### src/rtl/ddr_sample_reader.sv
// Readback engine for packed ADC captures: issues READ bursts on MCB port p2 and
// unpacks each 32-bit word into three 10-bit samples with OR/trigger flags.
// Optional read-error checking is enabled by defining DDR_READER_ERRCHK_EN.
module ddr_sample_reader #(
    parameter int unsigned BURST_WORDS = 64,
    parameter int unsigned ADDR_STEP   = 256
) (
    input  logic        ddr_usrclk,
    input  logic        ddr_usrreset,
    input  logic        start,
    input  logic [29:0] start_addr,
    input  logic [15:0] num_bursts,
    output logic        busy,
    output logic        done,
    output logic        c3_p2_cmd_en,
    output logic [2:0]  c3_p2_cmd_instr,
    output logic [5:0]  c3_p2_cmd_bl,
    output logic [29:0] c3_p2_cmd_byte_addr,
    input  logic        c3_p2_cmd_full,
    output logic        c3_p2_rd_en,
    input  logic [31:0] c3_p2_rd_data,
    input  logic        c3_p2_rd_empty,
`ifdef DDR_READER_ERRCHK_EN
    input  logic        c3_p2_rd_overflow,
    input  logic        c3_p2_rd_error,
    output logic        rd_err,
`endif
    output logic [9:0]  sample_data,
    output logic        sample_or,
    output logic        sample_trig,
    output logic        sample_valid,
    input  logic        sample_ready
);

    localparam int unsigned CNT_W = $clog2(BURST_WORDS + 1);

    typedef enum logic [2:0] {
        S_IDLE,
        S_CMD,
        S_POP,
        S_CAPTURE,
        S_EMIT,
        S_DONE
    } state_t;

    state_t           state_q, state_d;
    logic [29:0]      addr_q, addr_d;
    logic [15:0]      bursts_left_q, bursts_left_d;
    logic [CNT_W-1:0] word_cnt_q, word_cnt_d;
    logic [31:0]      word_q, word_d;
    logic [1:0]       idx_q, idx_d;
    logic             sample_valid_q, sample_valid_d;
    logic             cmd_en_q, cmd_en_d;
    logic [29:0]      cmd_addr_q, cmd_addr_d;
    logic             done_q, done_d;

    logic             xfer;
    logic             last_sample;
    logic             burst_more_words;
    logic             more_bursts;
    logic             abort;

`ifdef DDR_READER_ERRCHK_EN
    logic rd_err_q, rd_err_d;

    assign abort  = (state_q != S_IDLE) && (c3_p2_rd_overflow || c3_p2_rd_error);
    assign rd_err = rd_err_q;

    always_comb begin
        rd_err_d = rd_err_q;
        if (state_q == S_IDLE && start) begin
            rd_err_d = 1'b0;
        end
        if (abort) begin
            rd_err_d = 1'b1;
        end
    end

    always_ff @(posedge ddr_usrclk) begin
        if (ddr_usrreset) begin
            rd_err_q <= 1'b0;
        end else begin
            rd_err_q <= rd_err_d;
        end
    end
`else
    assign abort = 1'b0;
`endif

    assign xfer             = sample_valid_q && sample_ready;
    assign last_sample      = xfer && (idx_q == 2'd2);
    assign burst_more_words = (word_cnt_q < CNT_W'(BURST_WORDS));
    assign more_bursts      = (bursts_left_q > 16'd1);

    assign c3_p2_cmd_instr     = 3'b001;
    assign c3_p2_cmd_bl        = 6'(BURST_WORDS - 1);
    assign c3_p2_cmd_en        = cmd_en_q;
    assign c3_p2_cmd_byte_addr = cmd_addr_q;
    assign sample_valid        = sample_valid_q;
    assign done                = done_q;

    always_ff @(posedge ddr_usrclk) begin
        if (ddr_usrreset) begin
            state_q <= S_IDLE;
        end else begin
            state_q <= state_d;
        end
    end

    always_comb begin
        state_d = state_q;
        case (state_q)
            S_IDLE: begin
                if (start) begin
                    state_d = (num_bursts == '0) ? S_DONE : S_CMD;
                end
            end
            S_CMD: begin
                if (!c3_p2_cmd_full) begin
                    state_d = S_POP;
                end
            end
            S_POP: begin
                if (!c3_p2_rd_empty) begin
                    state_d = S_CAPTURE;
                end
            end
            S_CAPTURE: state_d = S_EMIT;
            S_EMIT: begin
                if (last_sample) begin
                    if (burst_more_words) begin
                        state_d = S_POP;
                    end else if (more_bursts) begin
                        state_d = S_CMD;
                    end else begin
                        state_d = S_DONE;
                    end
                end
            end
            S_DONE:  state_d = S_IDLE;
            default: state_d = S_IDLE;
        endcase
        // An error in DONE lets the engine fall back to IDLE as usual.
        if (abort) begin
            state_d = (state_q == S_DONE) ? S_IDLE : S_DONE;
        end
    end

    always_comb begin
        addr_d         = addr_q;
        bursts_left_d  = bursts_left_q;
        word_cnt_d     = word_cnt_q;
        word_d         = word_q;
        idx_d          = idx_q;
        sample_valid_d = sample_valid_q;
        cmd_en_d       = 1'b0;
        cmd_addr_d     = cmd_addr_q;
        done_d         = (state_q == S_DONE);
        case (state_q)
            S_IDLE: begin
                if (start && num_bursts != '0) begin
                    addr_d        = start_addr & ~30'h0FF;
                    bursts_left_d = num_bursts;
                end
            end
            S_CMD: begin
                if (!c3_p2_cmd_full && !abort) begin
                    cmd_en_d   = 1'b1;
                    cmd_addr_d = addr_q;
                    word_cnt_d = '0;
                end
            end
            S_CAPTURE: begin
                word_d         = c3_p2_rd_data;
                idx_d          = 2'd0;
                word_cnt_d     = word_cnt_q + CNT_W'(1);
                sample_valid_d = 1'b1;
            end
            S_EMIT: begin
                if (xfer) begin
                    if (idx_q != 2'd2) begin
                        idx_d = idx_q + 2'd1;
                    end else begin
                        sample_valid_d = 1'b0;
                        if (!burst_more_words && more_bursts) begin
                            addr_d        = addr_q + 30'(ADDR_STEP);
                            bursts_left_d = bursts_left_q - 16'd1;
                        end
                    end
                end
            end
            default: ;
        endcase
        if (abort) begin
            sample_valid_d = 1'b0;
        end
    end

    always_ff @(posedge ddr_usrclk) begin
        if (ddr_usrreset) begin
            addr_q         <= '0;
            bursts_left_q  <= '0;
            word_cnt_q     <= '0;
            word_q         <= '0;
            idx_q          <= '0;
            sample_valid_q <= 1'b0;
            cmd_en_q       <= 1'b0;
            cmd_addr_q     <= '0;
            done_q         <= 1'b0;
        end else begin
            addr_q         <= addr_d;
            bursts_left_q  <= bursts_left_d;
            word_cnt_q     <= word_cnt_d;
            word_q         <= word_d;
            idx_q          <= idx_d;
            sample_valid_q <= sample_valid_d;
            cmd_en_q       <= cmd_en_d;
            cmd_addr_q     <= cmd_addr_d;
            done_q         <= done_d;
        end
    end

    // Pop is combinational so the FIFO word lands in time for CAPTURE.
    always_comb begin
        busy        = (state_q != S_IDLE);
        c3_p2_rd_en = (state_q == S_POP) && !c3_p2_rd_empty && !abort;
        sample_or   = word_q[31];
        sample_trig = word_q[30];
        case (idx_q)
            2'd0:    sample_data = word_q[9:0];
            2'd1:    sample_data = word_q[19:10];
            default: sample_data = word_q[29:20];
        endcase
    end

endmodule

### config.mk
export PLATFORM = sky130hd
export DESIGN_NAME = ddr_sample_reader
export DESIGN_NICKNAME = d
export VERILOG_FILES = /design/src/rtl/ddr_sample_reader.sv
export SDC_FILE = /design/constraint.sdc
export NUM_CORES = 1
export LEC_CHECK = 0
export CORE_UTILIZATION = 25
export CTS_CLUSTER_SIZE = 20
export DETAILED_ROUTE_END_ITERATION = 10
export MAX_ROUTING_LAYER = met4
export SYNTH_ARGS = -nofsm -noshare
export SYNTH_HDL_FRONTEND = slang
export SYNTH_SLANG_ARGS = --single-unit
### constraint.sdc
create_clock -name ddr_usrclk -period 2.4 [get_ports ddr_usrclk]
set_input_delay 0.48 -clock ddr_usrclk [delete_from_list [all_inputs] [get_ports ddr_usrclk]]
set_output_delay 0.48 -clock ddr_usrclk [all_outputs]
set_load 0.1 [all_outputs]
; ---- Word-level counts from Yosys, hierarchy flattened
; Index checks and enable logic that the tools add are counted.
[word_totals]
ff_bits = 123
in_bits = 84
out_inout_bits = 56
wordCells = 85
[classes]
add_sub_neg = 4
n_lt_le_gt_ge = 2
n_eq_ne = 17
muxes = 28
n_bitwise = 2
reduce_logical = 22
[ops]
columns = op, n
row1 = $mux W30, 4
row2 = $mux W16, 4
row3 = $pmux W30 S2, 1
row4 = $pmux W16 S2, 1
row5 = $add A30 B9 Y30 const B, 1
row6 = $mux W3, 7
row7 = $ne A2 B2 Y1 const B, 10
row8 = $pmux W10 S2, 1
row9 = $gt A16 B1 Y1 const B, 1
row10 = $logic_not A16 Y1, 1
row11 = $reduce_bool A16 Y1, 1
row12 = $sub A16 B1 Y16 const B, 1
row13 = $pmux W3 S5, 1
row14 = $pmux W7 S2, 1
row15 = $add A7 B1 Y7 const B, 1
row16 = $lt A7 B7 Y1 const B, 1
row17 = $mux W7, 1
row18 = $eq A3 B2 Y1 const B, 2
row19 = $eq A3 B3 Y1 const B, 2
row20 = $reduce_and A3 Y1, 2
row21 = $reduce_bool A2 Y1, 3
row22 = $logic_and A1 B1 Y1, 5
row23 = $reduce_and A5 Y1, 1
row24 = $mux W2, 2
row25 = 15 further kinds, 20

; ---- Depth between registers and ports, before layout
; Gate-level depths: netlist of run 1.
[logic_depth]
depth_word = 7
mapped_depth = 10
mapped_depth_nobuf = 8

; ---- Worst setup path after synthesis of run 1
; No wires, ideal clock.
[synth_timing]
path_kind = register -> register
from = register state_q[0]
to = register bursts_left_q[11]
setup_ns = 0.137
arrival_time_ns = 2.616
t_required_ns = 2.263
slack_ns = -0.354
stages_incl_launch_ff = 10
path_buffers = 4
synth_period_minus_slack_ns = 2.754
path_cell_list = dfxtp_1 -> buf_2 -> or3_1 -> clkbuf_1 -> o21ai_1 -> or3_1 -> buf_4 -> buf_6 -> o21ai_0 -> o31ai_1
[synth_between]
elab_chain_len = 3
elab_cells_between_ends = 9
cone_classes = eq/ne: 5 / mux: 1 / reduce/logical: 3
[synth_rtl]
columns = element, line
row1 = start: declaration, 46  ; state_t state_q, state_d;
row2 = start signal: assignment, 106  ; state_q <= state_d;
row3 = $eq A3 B3 Y1 / $logic_not A3 Y1 (equally long branches), 159  ; case (state_q)
row4 = $ne A2 B2 Y1 (no line) / $reduce_bool A2 Y1 (equally long branches), -
row5 = $reduce_and A5 Y1 (no line), -
row6 = end signal: assignment, 212  ; bursts_left_q <= bursts_left_d;
row7 = end: declaration, 48  ; logic [15:0] bursts_left_q, bursts_left_d;
; Several ways; a longest one is shown, not always the timed one.
; A chain may end at the register's enable or synchronous reset.

; ---- Worst setup path in the final report of run 1
[layout_timing]
from = register state_q[1]
to = register addr_q[14]
[layout_between]
elab_chain_len = 3
elab_cells_between_ends = 9
cone_classes = eq/ne: 5 / mux: 1 / reduce/logical: 3
[layout_rtl]
columns = element, line
row1 = $eq A3 B3 Y1 / $logic_not A3 Y1 (equally long branches), 159
row2 = $ne A2 B2 Y1 (no line) / $reduce_bool A2 Y1 (equally long branches), -
row3 = $reduce_and A5 Y1 (no line), -
row4 = end signal: assignment, 211  ; addr_q <= addr_d;
row5 = end: declaration, 47  ; logic [29:0] addr_q, addr_d;
; Several ways; a longest one is shown, not always the timed one.

==> metrics.txt, run 1 <==
busiest grt layer met2; WP data arrival ~2.5 ns; core area around 21,000 um2; ANT nets after route 0; power consumption around 4.8 mW; startpoint class of the critical path register; PortBufs around 110; Fillers 2,200; EDFF count, synth 0; leading area contributor after synthesis dfxtp_1; CTS tree yes; Initial Util 25.56%; FP Rows 53; via count between 5,000 and 6,000; CP Capture Type register; Simple-Gate Fraction of Synth Area roughly a quarter; RSZ-0062 raised after global routing no; root buffer cell clkbuf_16; ys async rst share 0%; largest family of logic cells by synthesized area simple AND/OR/NAND/NOR gates; flops & latches, synth roughly 110; Clock Path Buffers 2; worst endpoint required time between 2 and 3 ns; Post-Synth XOR/XNOR Area less than 1%; # hold bufs at CTS 0; synthesized area per cell between 7 and 8 um2; post-DP HPWL 11.00 mm; R2R Path Start state_q[1]; Cells after DPL 1,110; crit path launch state_q[1]; proportion of synthesized area in mux cells less than 1%; Clock Pin Slew Worst Setup and Hold Paths roughly 0.080 ns; first-pass GRT wire length ~25 mm; kind of critical path reg2reg; initial DRC count 364; met1 usage roughly a fifth; ranking of synthesized cells by area dfxtp_1 40%, nand2_1 13%, a21oi_1 11%; post-route clock period utilization 96.44%; Non-Filler Instances ~1,100; crit path max fanout 35; pwr/cell area roughly 650 nW/um2; register area share after synthesis between 30% and 40%; min setup slack post-route about 0.085 ns; most used flip-flop cell after synthesis dfxtp_1; met3 Usage GRT under 10%; total die area around 22,000 um2; Placer Congestion 0.8253; Slew Viols, Final 0; Place WS -0.2442 ns; Cell variety after synth 55; final hold viol count 0; peak supply drop roughly 0.31 mV; worst relative slew slack a little over half; Max Freq around 0.43 GHz; Die Y 148.6 um; clock skew roughly 0.012 ns; n_diodes 0; Worst-Margin Slew between 0.7 and 0.8 ns; Via-to-Cell Ratio 4.730; GRT overflow 0; drt total wl ~16 mm; Setup TNS 0 ns; synthesis-to-layout area growth 38.12%; GR Layer Usage met2 22.08%; drt drc 0; Pleak between 2 and 3 nW; minimum clock period between 2 and 2.5 ns; Cells after Synth ~730; Synth Warn # 0; Die X 148.6 um; WHS between 0.4 and 0.5 ns; H-tree depth 3; adder-cell share of the synthesized area ~1.6%; insertion delay to the later sink of the worst-skew pair 0.35 ns; top-area cell type share of the netlist area about 40%; Worst Hold Class reg2reg; I/O pin cnt 140; GRT Util Overall between 10% and 20%; Hold Startpoint c3_p2_cmd_byte_addr[10]; Compound-Gate Fraction of Synth Area 23.27%; TritonCTS Sinks about 110; vias in the first global route 4,907; Max Cap Viol 0; share of cells above drive strength 1 ~15%; routed length per placed instance between 10 and 15 um; number of buffers created by CTS 9; largest net degree at the start of global routing 86; Pre-antenna DRT Iters 7; status completed; initial antenna violation count 0; synthesized area between 5000 and 6000 um2; nets between 900 and 1,000; # setup viols final 0
==> worst max-delay path: stages, from the launching register on <==
cell      delay (ns)
dfxtp_1         0.35
or3b_2          0.54
o21ai_1         0.20
o21ai_1         0.15
or3_4           0.44
buf_12          0.18
a211oi_1        0.24
nor3_1          0.07
==> synth_stat cells (all sizes together), types with 11 or more instances <==
| cell | n |
|---|---|
| a21oi | 114 |
| a22oi | 11 |
| buf | 31 |
| clkbuf | 39 |
| dfxtp | 107 |
| nand2 | 186 |
| nand2b | 13 |
| nand3 | 16 |
| nor2 | 44 |
| nor3 | 23 |
| o21ai | 30 |
| o31ai | 11 |
==> per-layer routing <==
layer | routed length, um | vias to the layer above
met5 | 0 | -
met3 | 640 | 12
met4 | 183 | 0
met2 | 7183 | 111
li1 | - | 2744
met1 | 7781 | 2478
==> cells in the final DEF (no fill, tap or decap), types with 7 or more instances in the layout <==
cell type	count
nor2_1	43
nor3_1	19
nand2b_1	13
conb_1	17
a21oi_1	114
a22oi_1	11
nand3_1	16
clkdlybuf4s50_1	74
buf_12	19
buf_4	73
nand2_1	186
dfxtp_1	107
nor4_1	10
ha_1	7
o21ai_0	26
inv_1	9
o31ai_1	11
clkbuf_16	9
==> metrics by stage <==
stage          utilization, %  area, um2
6_report                35.30       7421
5_1_grt                 35.30       7421
4_1_cts                 35.23       7406
3_5_place_dp            33.55       7052
3_3_place_gp            33.55       7052
2_1_floorplan               -       5433
==> what timing repair did <==
item / 4_1_cts / 5_1_grt
endpoints found under the hold margin: 0 / 0
resized for setup: 0 / 4
buffers inserted: 4 / 0
endpoints found under the setup margin: 1 / 5
pin swaps: 1 / 0
==> worst paths after layout <==
| check | slack [ns] | cells past startpoint | to |
|---|---|---|---|
| setup reg to reg | 0.09 | 7 | addr_q[14] |
| setup / recovery | 0.09 | 7 | addr_q[14] |
| hold reg to reg | 0.46 | 2 | c3_p2_cmd_byte_addr[10] |
| hold / removal | 0.46 | 2 | c3_p2_cmd_byte_addr[10] |
==> flip-flops by register name, summed over array words and instances (netlist names), 2 cells and up <==
signal,flops
bursts_left_q,16
c3_p2_cmd_byte_addr,22
idx_q,2
word_cnt_q,7
word_q,32
state_q,3
addr_q,22
==> cells by family after synthesis <==
logic type,after synthesis
and+or+nand+nor,323
AOI/OAI and AO/OA,205
DFF,107
buffers and inverters,79
adders and majority gates,7
xor gates and xnor gates,3
other,2
muxes,2
==> report_power, final <==
part	switching [mW]	internal, mW	leakage, nW	total [mW]
clock	0.712	0.923	0.156	1.64
combinational	0.711	0.467	1.72	1.18
sequential	0.114	1.88	0.870	1.99
total	1.54	3.27	2.75	4.81
==> final cells by class <==
| class | count | area, um2 | area share (%) |
|---|---|---|---|
| flip-flops and latches | 107 | 2142 | 28.87 |
| clock buffers | 9 | 225.2 | 3.035 |
| repair buffers | 166 | 1669 | 22.49 |
| well taps | 275 | 344.1 | 4.637 |
| clock inverters | 7 | 98.84 | 1.332 |
| inverters | 9 | 33.78 | 0.4552 |
| multi-input cells | 557 | 2908 | 39.18 |
Power figures use the tool's default switching activity.
==> run 2: changes to the inputs <==
CTS_CLUSTER_DIAMETER = 100   (was unset)
==> results of run 2 <==
The final DEF is identical to that of run 1; final timing and power are the same.
